--- config.mk ---
export PLATFORM = sky130hd
export DESIGN_NAME = n_bit_reg_file
export DESIGN_NICKNAME = d
export VERILOG_FILES = /design/src/rtl/n_bit_reg_file_pkg.sv /design/src/rtl/n_bit_reg_file_reg.sv /design/src/rtl/n_bit_reg_file.sv
export SDC_FILE = /design/constraint.sdc
export NUM_CORES = 1
export LEC_CHECK = 0
export BUFFER_PORTS_ARGS = -buffer_cell sky130_fd_sc_hd__buf_4
export CAP_MARGIN = 0
export CELL_PAD_IN_SITES_DETAIL_PLACEMENT = 1
export CELL_PAD_IN_SITES_GLOBAL_PLACEMENT = 2
export CORE_MARGIN = 4
export CORE_UTILIZATION = 35
export DETAILED_ROUTE_END_ITERATION = 16
export PLACE_DENSITY = 0.82
export SYNTH_ARGS = -nofsm -noshare
export SYNTH_HDL_FRONTEND = slang
export SYNTH_SLANG_ARGS = --single-unit
--- constraint.sdc ---
create_clock -name clk -period 2.6 [get_ports clk]
set_input_delay 0.13 -clock clk [delete_from_list [all_inputs] [get_ports clk]]
set_output_delay 0.13 -clock clk [all_outputs]
set_load 0.02 [all_outputs]
--- src/rtl/n_bit_reg_file_pkg.sv ---
// -----------------------------------------------------------------------------
// n_bit_reg_file_pkg
// Shared definitions for the ALU operand register file:
//   - default ALU datapath width, register count and hard-wired zero index
//   - read-source encoding used by the read-port muxes
//   - small helpers for address-width and zero-register decisions
// No ports (package).
// -----------------------------------------------------------------------------
package n_bit_reg_file_pkg;

  // Defaults for the ALU operand store.
  localparam int ALU_WIDTH    = 8;
  localparam int ALU_REGS     = 8;
  localparam int REG_ZERO_IDX = 0;

  // Number of registered read ports (A and B).
  localparam int NUM_RD_PORTS = 2;

  // Where a read port takes its next value from.
  typedef enum logic [1:0] {
    RD_SRC_ZERO   = 2'd0,  // out-of-range address or hard-wired zero entry
    RD_SRC_MEM    = 2'd1,  // stored entry contents
    RD_SRC_BYPASS = 2'd2   // write data accepted at the same edge
  } rd_src_e;

  // Address width with a floor of 1 bit so a degenerate depth still yields
  // a legal vector.
  function automatic int clog2_min1(input int n);
    int w;
    w = 0;
    while ((1 << w) < n) begin
      w++;
    end
    return (w < 1) ? 1 : w;
  endfunction

  // True when entry idx is the constant-zero register.
  function automatic bit is_hardwired_zero(input int idx, input int r0_zero);
    return (r0_zero != 0) && (idx == REG_ZERO_IDX);
  endfunction

endpackage : n_bit_reg_file_pkg

--- src/rtl/n_bit_reg_file_reg.sv ---
// -----------------------------------------------------------------------------
// n_bit_reg
// One storage entry of the register file: a WIDTH-bit register with
// synchronous active-high reset and load enable.
// Ports:
//   clk  in  1      rising-edge clock
//   rst  in  1      synchronous active-high reset, clears q
//   en   in  1      load enable; q <= d when high
//   d    in  WIDTH  next value
//   q    out WIDTH  stored value
// -----------------------------------------------------------------------------
module n_bit_reg #(
  parameter int WIDTH = 8
) (
  input  logic             clk,
  input  logic             rst,
  input  logic             en,
  input  logic [WIDTH-1:0] d,
  output logic [WIDTH-1:0] q
);

  logic [WIDTH-1:0] value_q;
  logic [WIDTH-1:0] value_d;

  // Hold unless loading.
  always_comb begin
    value_d = value_q;
    if (en) begin
      value_d = d;
    end
  end

  always_ff @(posedge clk) begin
    if (rst) begin
      value_q <= '0;
    end else begin
      value_q <= value_d;
    end
  end

  assign q = value_q;

endmodule : n_bit_reg

--- src/rtl/n_bit_reg_file.sv ---
// -----------------------------------------------------------------------------
// n_bit_reg_file
// DEPTH x WIDTH ALU operand register file built from one n_bit_reg per entry.
// One write port, two registered read ports (A/B) with write-first bypass,
// global enable, synchronous clear-all and optional hard-wired zero entry.
// Ports:
//   clk      in   1      rising-edge clock
//   rst      in   1      synchronous active-high reset (entries and outputs)
//   en       in   1      global enable; low freezes entries and outputs
//   clr      in   1      clear every entry and both outputs (needs en)
//   we       in   1      write enable
//   waddr    in   AW     write address (>= DEPTH is dropped)
//   wdata    in   WIDTH  write data
//   ra_addr  in   AW     port A read address
//   rb_addr  in   AW     port B read address
//   ra_data  out  WIDTH  port A data, one cycle after the address
//   rb_data  out  WIDTH  port B data, one cycle after the address
// -----------------------------------------------------------------------------
module n_bit_reg_file
  import n_bit_reg_file_pkg::*;
#(
  parameter  int WIDTH   = ALU_WIDTH,
  parameter  int DEPTH   = ALU_REGS,
  parameter  int R0_ZERO = 0,
  localparam int AW      = $clog2(DEPTH)
) (
  input  logic             clk,
  input  logic             rst,
  input  logic             en,
  input  logic             clr,
  input  logic             we,
  input  logic [AW-1:0]    waddr,
  input  logic [WIDTH-1:0] wdata,
  input  logic [AW-1:0]    ra_addr,
  input  logic [AW-1:0]    rb_addr,
  output logic [WIDTH-1:0] ra_data,
  output logic [WIDTH-1:0] rb_data
);

  genvar gi;

  // ---------------------------------------------------------------------------
  // Storage entries and write decode
  // ---------------------------------------------------------------------------
  logic [WIDTH-1:0] entry_q [DEPTH];
  logic [DEPTH-1:0] wr_hit;    // write accepted into entry e at this edge
  logic [WIDTH-1:0] entry_d;   // shared next value for every entry

  // A clear loads zero into every entry; otherwise only the addressed entry
  // loads, and it loads wdata.
  assign entry_d = clr ? '0 : wdata;

  for (gi = 0; gi < DEPTH; gi++) begin : g_entry
    if ((R0_ZERO != 0) && (gi == REG_ZERO_IDX)) begin : g_zero
      // No storage: the zero register can never be written.
      assign wr_hit[gi]  = 1'b0;
      assign entry_q[gi] = '0;
    end else begin : g_reg
      logic entry_en;

      // Addresses >= DEPTH match no entry, so those writes fall away here.
      assign wr_hit[gi] = en & we & ~clr & (waddr == AW'(gi));
      assign entry_en   = en & (clr | wr_hit[gi]);

      n_bit_reg #(
        .WIDTH (WIDTH)
      ) u_reg (
        .clk (clk),
        .rst (rst),
        .en  (entry_en),
        .d   (entry_d),
        .q   (entry_q[gi])
      );
    end
  end

  // ---------------------------------------------------------------------------
  // Read ports: address mux with write-first bypass, then output register
  // ---------------------------------------------------------------------------
  logic [AW-1:0] rd_addr [NUM_RD_PORTS];

  assign rd_addr[0] = ra_addr;
  assign rd_addr[1] = rb_addr;

  for (gi = 0; gi < NUM_RD_PORTS; gi++) begin : g_rd
    rd_src_e          src_d;
    logic [WIDTH-1:0] mem_sel;
    logic [WIDTH-1:0] data_d;
    logic [WIDTH-1:0] data_q;

    // Scan the implemented entries; an address past DEPTH-1 matches nothing
    // and keeps the zero default.
    always_comb begin
      src_d   = RD_SRC_ZERO;
      mem_sel = '0;
      for (int e = 0; e < DEPTH; e++) begin
        if (rd_addr[gi] == AW'(e)) begin
          mem_sel = entry_q[e];
          if (is_hardwired_zero(e, R0_ZERO)) begin
            src_d = RD_SRC_ZERO;
          end else if (wr_hit[e]) begin
            src_d = RD_SRC_BYPASS;
          end else begin
            src_d = RD_SRC_MEM;
          end
        end
      end
    end

    always_comb begin
      case (src_d)
        RD_SRC_BYPASS: data_d = wdata;
        RD_SRC_MEM:    data_d = mem_sel;
        default:       data_d = '0;
      endcase
    end

    // Outputs follow the same priority as the entries: rst, hold, clear.
    always_ff @(posedge clk) begin
      if (rst) begin
        data_q <= '0;
      end else if (en) begin
        if (clr) begin
          data_q <= '0;
        end else begin
          data_q <= data_d;
        end
      end
    end
  end

  assign ra_data = g_rd[0].data_q;
  assign rb_data = g_rd[1].data_q;

endmodule : n_bit_reg_file
After elaboration in Yosys (flattened, before gate mapping)
Index checks and enable logic that the tools add are counted.
{"block": "word_totals", "reg_bits": 80, "output_inout_bits": 16, "word_cells": 110}
{"block": "classes", "eq_ne": 25, "muxes": 45, "bitwise_logic": 27, "reduce_logical": 3}
{"operator": "8-bit two-way mux", "n": 19}
{"operator": "2-bit two-way mux", "n": 24}
{"operator": "3-bit equality test, second input constant", "n": 12}
{"operator": "8-bit one-hot mux with 2 select lines", "n": 2}
{"operator": "1-bit AND", "n": 18}
{"operator": "3-bit by 2-bit equality test with 1-bit output, second input constant", "n": 6}
{"operator": "3-bit by 1-bit equality test with 1-bit output, second input constant", "n": 3}
{"operator": "3-bit logical NOT", "n": 3}
{"operator": "1-bit bitwise OR", "n": 8}
{"operator": "2-bit by 1-bit equality test with 1-bit output, second input constant", "n": 2}
{"operator": "2-bit equality test, second input constant", "n": 2}
{"operator": "1-bit inverter", "n": 1}

Longest topological paths before layout
Gate-level depths: netlist (run 1).
{"block": "depth", "ltp_word": 15, "depth_mapped": 10}

Modules after synthesis
A second synthesis (run 1) with hierarchy kept.
{"block": "hier_totals", "hier_cells": 466, "hier_area_um2": 4479.3}
{"mod": "n_bit_reg", "instances": 8, "cells_per_inst": 26, "area_each_um2": 285.3}
{"mod": "n_bit_reg_file", "instances": 1, "cells_per_inst": 258, "area_each_um2": 2197.1}

Worst setup path after synthesis (run 1)
No wires, ideal clock.
{"block": "synth_timing", "kind": "input-to-reg", "from": "input port clr", "to": "register g_rd[1].data_q[7], in the netlist rb_data[7]", "setup_ns": 0.069, "arrival_time_ns": 1.943, "slack_ns": 0.588, "cell_stages": 10, "cell_sequence": "buf_2 buf_6 and3b_1 and4_1 ha_1 nor4b_2 and2_1 buf_2 o211ai_1 o21ai_1"}
{"block": "synth_between", "elab_chain_cells": 15}
{"element": "start, declared", "line_no": "n_bit_reg_file.sv:30", "text": "input logic clr,"}
{"element": "1-bit inverter", "line_no": "n_bit_reg_file.sv:62", "text": "assign wr_hit[gi] = en & we & ~clr & (waddr == AW'(gi));"}
{"element": "1-bit AND (2 in series)", "line_no": "n_bit_reg_file.sv:62"}
{"element": "2-bit two-way mux", "line_no": "n_bit_reg_file.sv:101", "text": "end else if (wr_hit[e]) begin"}
{"element": "2-bit two-way mux (8 in series)", "line_no": "n_bit_reg_file.sv:97", "text": "if (rd_addr[gi] == AW'(e)) begin"}
{"element": "2-bit by 1-bit equality test with 1-bit output / 2-bit equality test (equally long branches)", "line_no": "n_bit_reg_file.sv:111", "text": "case (src_d)"}
{"element": "8-bit one-hot mux with 2 select lines", "line_no": "n_bit_reg_file.sv:111"}
{"element": "8-bit two-way mux *", "line_no": "n_bit_reg_file.sv:123", "text": "if (clr) begin"}
{"element": "end signal, assigned", "line_no": "n_bit_reg_file.sv:126", "text": "data_q <= data_d;"}
{"element": "end, declared", "line_no": "n_bit_reg_file.sv:89", "text": "logic [WIDTH-1:0] data_q;"}
Every way passes the cells marked *; elsewhere a longest branch is shown, timed or not.
A chain may end at the register's enable or synchronous reset.

Final worst setup path (run 1)
Ends and elaborated chain as after synthesis.

==> results by group, run 1 <==
Status
  – Status: completed

CTS
  – Worst-path clk slew: ~0.060 ns
  – Post_cts resized: 0
  – CTS Buffer Depth: 2
  – Root buf cell: clkbuf_16
  – H-Tree Level Count: 3
  – CTS Buf Count: 9
  – Post-CTS setup buffer count: 0
  – Clock Sinks: 80
  – Worst-skew pair later-pin latency: 0.34 ns
  – CTS tree: yes
  – Hold_buf cts: 0

Synth
  – Largest area contributor in the netlist: dfxtp_1
  – Post-synthesis cell type count: 43
  – Syn_nets: 518
  – Yosys Warn Count: 0
  – Flops & latches, synth: 80
  – Area contributors post-synth: dfxtp_1 34%, mux2i_1 22%, nor2_1 6.4%, a2bb2oi_1 2.8%, a21o_1 2.5%
  – Synth Instances: 492
  – Synthesized area per cell: approximately 9.6 µm²
  – Seq/Total Area, Yosys: 0.339
  – Post-synthesis instance area: 4720 µm²
  – Yosys top cell area share: 0.339

Finish
  – Final Util: 0.403
  – Area of the multi-input gates: 2840 µm²
  – Share of layout cells above drive strength 1: 0.156
  – Fillers: 1524
  – Number of diodes: 0
  – Synthesis-to-layout area growth: 13.2%
  – Register area: around 1600 µm²
  – Final nets: approximately 530
  – Cell area after layout: 5340 µm²

Hold path
  – Hold Crit Depth: 3
  – Hold WC Path Type: in2reg

Worst setup path
  – Crit path max fanout: 19
  – Worst Reg-to-Reg Cells: 4
  – Critical path class: in2reg
  – FF-to-FF setup slack: ~1.3 ns
  – Arrival @ worst endpoint: 2.11 ns
  – Crit path capture type: register
  – Crit Reg-Reg Startpoint: g_entry[1].g_reg.u_reg.q[7]
  – CP required: 2.87 ns
  – Crit path launch: clr
  – CP startpoint kind: primary input
  – Worst reg2reg path endpoint: ra_data[7]
  – Critical Path End: rb_data[7]

Pwr
  – Leak: about 2.4 nW
  – Peak VDD IR: 0.322 mV
  – Power per Cell Area: 593 nW/µm²
  – Total power: 3.17 mW

Global route
  – Initial antenna violation count: 0
  – Total congestion overflow: 0
  – Vias in the first global route: slightly below 4000
  – Largest net degree at the start of global routing: 58
  – First-pass GRT wire length: 22200 µm
  – GRT Resource Usage Total: 0.188

Detailed routing
  – # DRC: 0
  – Remaining antenna violation count: 0
  – Initial DRC count: 207
  – Routed Wire Length: 13700 µm
  – Vias per cell: between 5 and 6
  – Drt wl/cell: 20.1 µm
  – First-pass iteration count of the detailed router: 4
  – Vias: 3688

Timing
  – Max Slew Vio Count: 0
  – Final Hold Fails: 0
  – Period utilization: 0.708
  – Fin Setup TNS: 0 ns
  – RSZ-0062 raised after global routing: no
  – Final setup fails: 0
  – Clock skew: 0.00587 ns
  – Slew @ Worst Pin: 0.703 ns
  – Maximum operating frequency: 543 MHz
  – Hold Slack: 0.0382 ns
  – Worst rel slew slack: 0.531
  – Minimum clock period: 1.84 ns

Place
  – RD Place Congestion: a little over 0.8
  – Post-DP HPWL: 10100 µm
  – # port buffers: 37
  – Placed inst area: approximately 5000 µm²

Die
  – I/O pins: 38
  – Chip Width: 124 µm
  – Die height: 124 µm
  – CORE AREA: around 13000 µm²
  – Initial Util: 0.356
  – Placement Rows: between 40 and 50
  – Die area: 15400 µm²

Run
  – # Max-Cap Violations: 0
## power breakdown
part           internal, mW  total (mW)  switching [mW]
combinational         0.175       0.439           0.264
sequential             1.27        1.30          0.0309
clock                 0.921        1.43           0.511
## area by class of cell
class                      count  share of cell area
clock buffer                  14              0.0513
clock inverter                 2              0.0112
inverter                       5             0.00351
multi-input combinational    362               0.532
sequential                    80               0.300
tap                          176              0.0412
timing repair buffer          43              0.0604
## registers in the layout, summed over array words and instances (netlist names)
name	cells
g_entry.g_reg.u_reg.q	64
ra_data	8
rb_data	8
## cells in the mapped netlist (all sizes together)
master	n
o22ai	7
nor3b	1
clkbuf	20
and4b	3
a41o	1
and3b	1
nor4b	2
mux2i	104
and4	4
a2111oi	8
a21o	16
a21oi	9
nor3	8
dfxtp	80
buf	25
a22oi	8
o21ai	23
or3	1
xnor2	6
nand2b	1
nor2b	18
mux4	8
a2bb2oi	15
ha	4
and2	2
a211oi	8
or2	1
and4bb	3
inv	5
o211ai	1
nand2	18
nor2	81
## cell families after synthesis
family,Yosys count,share of synthesized area
buf+inv,50,0.0578
fa+ha+maj,4,0.0106
simple gates,144,0.153
xor+xnor,6,0.0111
flops,80,0.339
compound gates,96,0.166
mux,112,0.262
## worst max-delay path, cell delays in order
cell	delay [ns]
buf_4	0.33
and3b_1	0.26
and4_1	0.18
ha_1	0.32
nor4b_2	0.28
and2_1	0.33
o211ai_1	0.13
o21ai_1	0.15
## placed cells by master (no fill, tap or decap), types with 4 or more instances in the layout
cell type / count
and4_1: 4
mux4_2: 4
o21ai_0: 11
clkbuf_16: 9
buf_4: 43
dfxtp_1: 80
mux4_1: 4
xnor2_1: 6
nor3_1: 8
a2bb2oi_1: 15
ha_1: 4
o21ai_4: 7
nand2_1: 17
a21o_1: 16
mux2i_1: 104
o21ai_1: 5
a21oi_1: 9
a2111oi_1: 5
a211oi_1: 5
inv_1: 5
nor2b_1: 18
a22oi_1: 8
nor2_1: 81
o22ai_1: 7
## per-stage QoR
| step | std cells | setup slack, ns |
|---|---|---|
| 4_1_cts | 682 | 0.728 |
| 6_report | 682 | 0.759 |
| 2_1_floorplan | 492 | 0.588 |
| 5_1_grt | 682 | 0.538 |
| 3_5_place_dp | 666 | 0.372 |
| 3_3_place_gp | 666 | 0.480 |
## layer usage
metal	wire length, µm	global-route usage
met1	6640	0.260
met2	6260	0.305
met3	645	0.0309
met4	173	0.0493
met5	0	0
## worst min-delay path by stage
stage,startpoint,endpoint
after floorplan,wdata[0],rb_data[0]
after global placement,wdata[1],rb_data[1]
after detailed placement,wdata[4],rb_data[4]
after CTS,wdata[4],rb_data[4]
after global routing,wdata[1],rb_data[1]
final,wdata[5],rb_data[5]
No activity file was read; power rests on OpenSTA's default activity.
==> inputs of run 2 (changes only) <==
==> constraint.sdc (replaced) <==
create_clock -name clk -period 1.8 [get_ports clk]
set_input_delay 0.09 -clock clk [delete_from_list [all_inputs] [get_ports clk]]
set_output_delay 0.09 -clock clk [all_outputs]
set_load 0.02 [all_outputs]
==> results by group, run 2 (synthesis results as in run 1) <==
CTS
  – Worst-skew pair later-pin latency: 0.34 ns
  – CTS Buf Count: 9
  – Post-CTS setup buffer count: 0
  – Post_cts resized: 0
  – Root buf cell: clkbuf_16
  – Worst-path clk slew: about 0.06 ns
  – CTS tree: yes
  – Clock Sinks: 80
  – CTS Buffer Depth: 2
  – H-Tree Level Count: 3

Hold path
  – Hold EP: rb_data[2]
  – Hold Crit Depth: 3
  – Hold_sp: wdata[2]
  – Hold WC Path Type: in2reg

Detailed routing
  – Initial DRC count: roughly 270
  – Routed Wire Length: 14300 µm
  – Vias: 3846
  – # DRC: 0
  – Remaining antenna violation count: 0
  – Drt wl/cell: between 20 and 25 µm
  – Vias per cell: 5.48
  – First-pass iteration count of the detailed router: 4

Die
  – CORE AREA: roughly 13000 µm²
  – Initial Util: 0.356
  – Placement Rows: 42
  – Chip Width: approximately 120 µm
  – Die height: 124 µm
  – Die area: 15400 µm²
  – I/O pins: 38

Pwr
  – Total power: between 4 and 5 mW
  – Leak: 2.52 nW
  – Power per Cell Area: 804 nW/µm²
  – Peak VDD IR: 0.449 mV

Global route
  – Vias in the first global route: 4064
  – Total congestion overflow: 0
  – First-pass GRT wire length: 22900 µm
  – Initial antenna violation count: 0
  – Largest net degree at the start of global routing: 52
  – GRT Resource Usage Total: 0.195

Timing
  – Period utilization: 0.848
  – Max Slew Vio Count: 0
  – Clock skew: 0.00402 ns
  – Final Hold Fails: 0
  – RSZ-0062 raised after global routing: no
  – Maximum operating frequency: 655 MHz
  – Minimum clock period: 1.53 ns
  – Final setup fails: 0
  – Worst rel slew slack: 0.504
  – Hold Slack: 0.00878 ns
  – Slew @ Worst Pin: 0.743 ns

Finish
  – Synthesis-to-layout area growth: 17.4%
  – Number of diodes: 0
  – Biggest register: g_entry.g_reg.u_reg.q
  – Max reg flops: 64
  – Cell area after layout: 5540 µm²
  – Final nets: 547
  – Fillers: 1526
  – Area of the multi-input gates: 2850 µm²
  – Register area: 1600 µm²
  – Most frequent cells in the layout: 104 x mux2i_1, 81 x nor2_1, 80 x dfxtp_1
  – Final Util: 0.418
  – Commonest non-fill, non-tap cell in the layout: mux2i_1
  – Share of layout cells above drive strength 1: 0.188

Worst setup path
  – Arrival @ worst endpoint: 1.77 ns
  – Critical path class: in2reg
  – Worst reg2reg path endpoint: ra_data[0]
  – Cell family with most CP delay: simple AND/OR/NAND/NOR gates
  – Buf+Inv Stages, Crit Path: 2
  – Crit path max-delay cell type: and4_1
  – FF-to-FF setup slack: 0.47 ns
  – Critical-path cell list: buf_4 -> xnor2_1 -> and4_1 -> ha_2 -> nor3b_4 -> buf_12 -> a21oi_1 -> a211oi_1
  – Worst Reg-to-Reg Cells: 4
  – Crit path launch: ra_addr[0]
  – Crit Reg-Reg Startpoint: g_entry[1].g_reg.u_reg.q[0]
  – Crit path capture type: register
  – CP peak stage delay: 0.32 ns
  – CP startpoint kind: primary input
  – CP required: 2.04 ns
  – Crit path max fanout: 8

Status
  – Status: completed

Run
  – # Max-Cap Violations: 0

Place
  – Placed inst area: 5200 µm²
  – RD Place Congestion: 0.801
  – # port buffers: 37
  – Post-DP HPWL: 10100 µm
[run 2: repair_timing]
item | 4_1_cts | 5_1_grt
hold buffers | 3 | 0
hold endpoints to repair | 3 | 0
setup endpoints to repair | 0 | 0
[run 2: cell type report]
type / instances / area share
Inverter: 5 / 0.00339
Multi-Input combinational cell: 362 / 0.514
Clock buffer: 11 / 0.0456
Timing Repair Buffer: 63 / 0.0981
Sequential cell: 80 / 0.289
Clock inverter: 5 / 0.00994
Tap cell: 176 / 0.0398
[run 2: worst max path at each step]
| stage | to | slack (ns) | cells past startpoint |
|---|---|---|---|
| 3_5_place_dp | rb_data[7] | -0.05 | 9 |
| 3_3_place_gp | rb_data[7] | 0.03 | 9 |
| 4_1_cts | rb_data[7] | 0.30 | 9 |
| 6_report | ra_data[0] | 0.27 | 8 |
| 5_1_grt | rb_data[7] | 0.16 | 9 |
| 2_1_floorplan | rb_data[7] | -0.03 | 10 |
[run 2: per-layer routing]
layer  part of all wire  track usage  vias to the layer above
met4              0.015       0.0541                        0
met3              0.043       0.0359                       21
met5                  0            0                        -
met1               0.47        0.269                     1903
li1                   -            -                     1831
met2               0.47        0.315                       91
[run 2: through the flow]
stage	cells	setup TNS, ns	setup slack, ns
final	702	0	0.274
after global routing	702	0	0.164
after CTS	702	0	0.304
after detailed placement	683	-0.101	-0.0472
after global placement	683	0	0.0327
after floorplan	492	-0.0321	-0.0321
[run 2: worst reg2reg max path: stages (launching register included)]
cell	delay [ns]
dfxtp_1	0.32
mux2i_1	0.19
nor3_1	0.09
a2111oi_1	0.42
a211oi_1	0.16
[run 2: where the power goes]
group          total (mW)  internal (mW)  switching (mW)
clock                1.90           1.15           0.757
sequential           1.87           1.83          0.0440
combinational       0.677          0.288           0.389
total                4.45           3.26            1.19
==> inputs of run 3 (changes only) <==
--- a/config.mk
+++ b/config.mk
@@ -5,14 +5,15 @@
 export SDC_FILE = /design/constraint.sdc
 export NUM_CORES = 1
 export LEC_CHECK = 0
+export ABC_AREA = 1
 export BUFFER_PORTS_ARGS = -buffer_cell sky130_fd_sc_hd__buf_4
 export CAP_MARGIN = 0
 export CELL_PAD_IN_SITES_DETAIL_PLACEMENT = 1
 export CELL_PAD_IN_SITES_GLOBAL_PLACEMENT = 2
 export CORE_MARGIN = 4
-export CORE_UTILIZATION = 35
+export CORE_UTILIZATION = 30
 export DETAILED_ROUTE_END_ITERATION = 16
-export PLACE_DENSITY = 0.82
+export PLACE_DENSITY = 0.84
 export SYNTH_ARGS = -nofsm -noshare
 export SYNTH_HDL_FRONTEND = slang
 export SYNTH_SLANG_ARGS = --single-unit
==> constraint.sdc (replaced) <==
create_clock -name clk -period 1.3 [get_ports clk]
set_input_delay 0.065 -clock clk [delete_from_list [all_inputs] [get_ports clk]]
set_output_delay 0.065 -clock clk [all_outputs]
set_load 0.02 [all_outputs]
==> results by group, run 3 <==
Finish
  – Fillers: 1944
  – Most frequent cells in the layout: 220 x nand2_1, 123 x buf_4, 80 x dfxtp_1
  – Biggest register: g_entry.g_reg.u_reg.q
  – Max reg flops: 64
  – Final Util: 0.417
  – Synthesis-to-layout area growth: 34.5%
  – Finished Layout Cells: 1046
  – Final nets: between 800 and 900
  – Share of layout cells above drive strength 1: 0.316
  – Number of diodes: 0
  – Commonest non-fill, non-tap cell in the layout: nand2_1
  – Cell area after layout: 6440 µm²

Synth
  – Synthesized area per cell: 6.65 µm²
  – Number of synthesized flops with an enable pin: 0
  – Largest area contributor in the netlist: dfxtp_1
  – Top_reg_cell synth: dfxtp_1
  – Seq/Total Area, Yosys: 0.335
  – Syn_nets: about 750
  – Ys async rst share: 0
  – Most frequent cell after synthesis: nand2_1
  – Post-synthesis cell type count: 29
  – Yosys top cell area share: 0.335
  – Flops & latches, synth: 80
  – Yosys Warn Count: 0
  – Synth Instances: 719
  – Area contributors post-synth: dfxtp_1 33%, nand2_1 18%, a21oi_1 8.9%, a211oi_2 7.3%, nor2_1 6.2%
  – Post-synthesis instance area: ~4800 µm²
  – Top cells by count, synth: 232 x nand2_1, 85 x a21oi_1, 80 x dfxtp_1

Detailed routing
  – Vias per cell: ~5.1
  – Routed Wire Length: 18800 µm
  – Vias: 5323
  – # DRC: 0
  – Drt wl/cell: roughly 18 µm
  – Remaining antenna violation count: 0
  – First-pass iteration count of the detailed router: 5
  – Initial DRC count: 347

Die
  – Die area: 18000 µm²
  – Chip Width: about 130 µm
  – Placement Rows: 45
  – CORE AREA: between 15000 and 20000 µm²
  – I/O pins: 38
  – Initial Util: 0.310
  – Die height: between 100 and 150 µm

Timing
  – Minimum clock period: 1.68 ns
  – Clock skew: approximately 0.0063 ns
  – Maximum operating frequency: about 600 MHz
  – Hold Slack: 0.0791 ns
  – Fin Setup TNS: -5.39 ns
  – Final setup fails: 17
  – Period utilization: 1.29
  – Final Hold Fails: 0
  – RSZ-0062 raised after global routing: yes
  – Minimum setup slack in the final design: -0.382 ns
  – Worst rel slew slack: 0.680
  – Slew @ Worst Pin: 0.480 ns
  – Max Slew Vio Count: 0

Global route
  – First-pass GRT wire length: 30100 µm
  – Vias in the first global route: 5514
  – Largest net degree at the start of global routing: 28
  – Total congestion overflow: 0
  – GRT Resource Usage Total: 0.213
  – Initial antenna violation count: 0

Worst setup path
  – Worst reg2reg path endpoint: ra_data[2]
  – Critical-path cell list: buf_8 -> nor3_4 -> nand2_1 -> nand2_1 -> nand4_1 -> a21oi_2 -> nand4_1 -> inv_2 -> ha_4 -> nor2_4 -> buf_4 -> nand2_2 -> a21oi_2
  – CP startpoint kind: primary input
  – Critical path class: in2reg
  – CP required: between 1.5 and 2 ns
  – Crit path capture type: register
  – Crit path max fanout: 8
  – FF-to-FF setup slack: -0.21 ns
  – Worst Reg-to-Reg Cells: 9
  – Arrival @ worst endpoint: 1.98 ns
  – Crit path max-delay cell type: nor3_4
  – CP peak stage delay: about 0.3 ns
  – Crit Reg-Reg Startpoint: g_entry[1].g_reg.u_reg.q[2]

Status
  – Status: complete, but fails checks
  – Failing checks: negative setup slack

CTS
  – CTS Buf Count: 9
  – H-Tree Level Count: 3
  – Clock Sinks: 80
  – Root buf cell: clkbuf_16
  – Worst-path clk slew: 0.06 ns
  – Worst-skew pair later-pin latency: 0.35 ns
  – CTS Buffer Depth: 2
  – Hold_buf cts: 0
  – CTS tree: yes

Place
  – Post-DP HPWL: about 14000 µm
  – # port buffers: 37
  – Placed inst area: 5920 µm²
  – Placed Cells: 1024
  – RD Place Congestion: 0.892
  – Post-Place Worst Slack: -0.756 ns

Hold path
  – Hold_sp: wdata[3]
  – Hold Crit Depth: 5
  – Hold WC Path Type: in2reg
  – Hold EP: rb_data[3]

Pwr
  – Leak: 2.71 nW
  – Power per Cell Area: between 1000 and 1500 nW/µm²
  – Peak VDD IR: 0.711 mV
  – Total power: between 6 and 7 mW

Run
  – # Max-Cap Violations: 0
[run 3: critical path: cells and delay by family]
family | cells | cell delay [ns]
and+or+nand+nor | 7 | 1.09
buffers and inverters | 3 | 0.39
AOI/OAI and AO/OA | 2 | 0.24
adders and majority gates | 1 | 0.21
[run 3: power by group]
part	switching [mW]	internal, mW	total, mW	leakage, nW
combinational	0.901	0.553	1.45	1.90
clock	1.04	1.71	2.75	0.154
sequential	0.0524	2.56	2.61	0.652
total	2.00	4.81	6.81	2.71
[run 3: final cells by class]
| cell class | count | area [µm²] | share of cell area |
|---|---|---|---|
| clock buffers | 10 | 239 | 0.0371 |
| multi-input cells | 532 | 2880 | 0.447 |
| clock inverters | 4 | 70.1 | 0.0109 |
| well taps | 211 | 264 | 0.0410 |
| flip-flops and latches | 80 | 1600 | 0.249 |
| inverters | 77 | 307 | 0.0476 |
| repair buffers | 132 | 1080 | 0.168 |
[run 3: how the worst max path moves through the flow]
| stage | slack (ns) | end | from | depth (start not counted) |
|---|---|---|---|---|
| after floorplan | -0.44 | rb_data[4] | clr | 16 |
| after global placement | -0.72 | rb_data[5] | clr | 16 |
| after detailed placement | -0.76 | rb_data[5] | clr | 16 |
| after CTS | -0.32 | rb_data[2] | waddr[2] | 16 |
| after global routing | -0.54 | ra_data[7] | waddr[2] | 13 |
| final | -0.38 | ra_data[7] | waddr[2] | 13 |
[run 3: per-layer routing]
metal / up-vias / track usage / routed length [µm]
met3: 33 / 0.0341 / 603
li1: 2564 / - / -
met2: 109 / 0.350 / 8980
met5: - / 0 / 0
met4: 0 / 0.0899 / 576
met1: 2617 / 0.278 / 8680
[run 3: cell families after synthesis]
| group | count (synthesis) | synth area share |
|---|---|---|
| simple gates | 398 | 0.366 |
| buf+inv | 107 | 0.0989 |
| compound gates | 130 | 0.190 |
| flops | 80 | 0.335 |
| fa+ha+maj | 4 | 0.0105 |
[run 3: what timing repair did]
item                       CTS  global route
gates cloned                 0             0
setup endpoints to repair   22            30
resized for setup           17            35
buffers inserted             5             3
pin swaps                   19            25
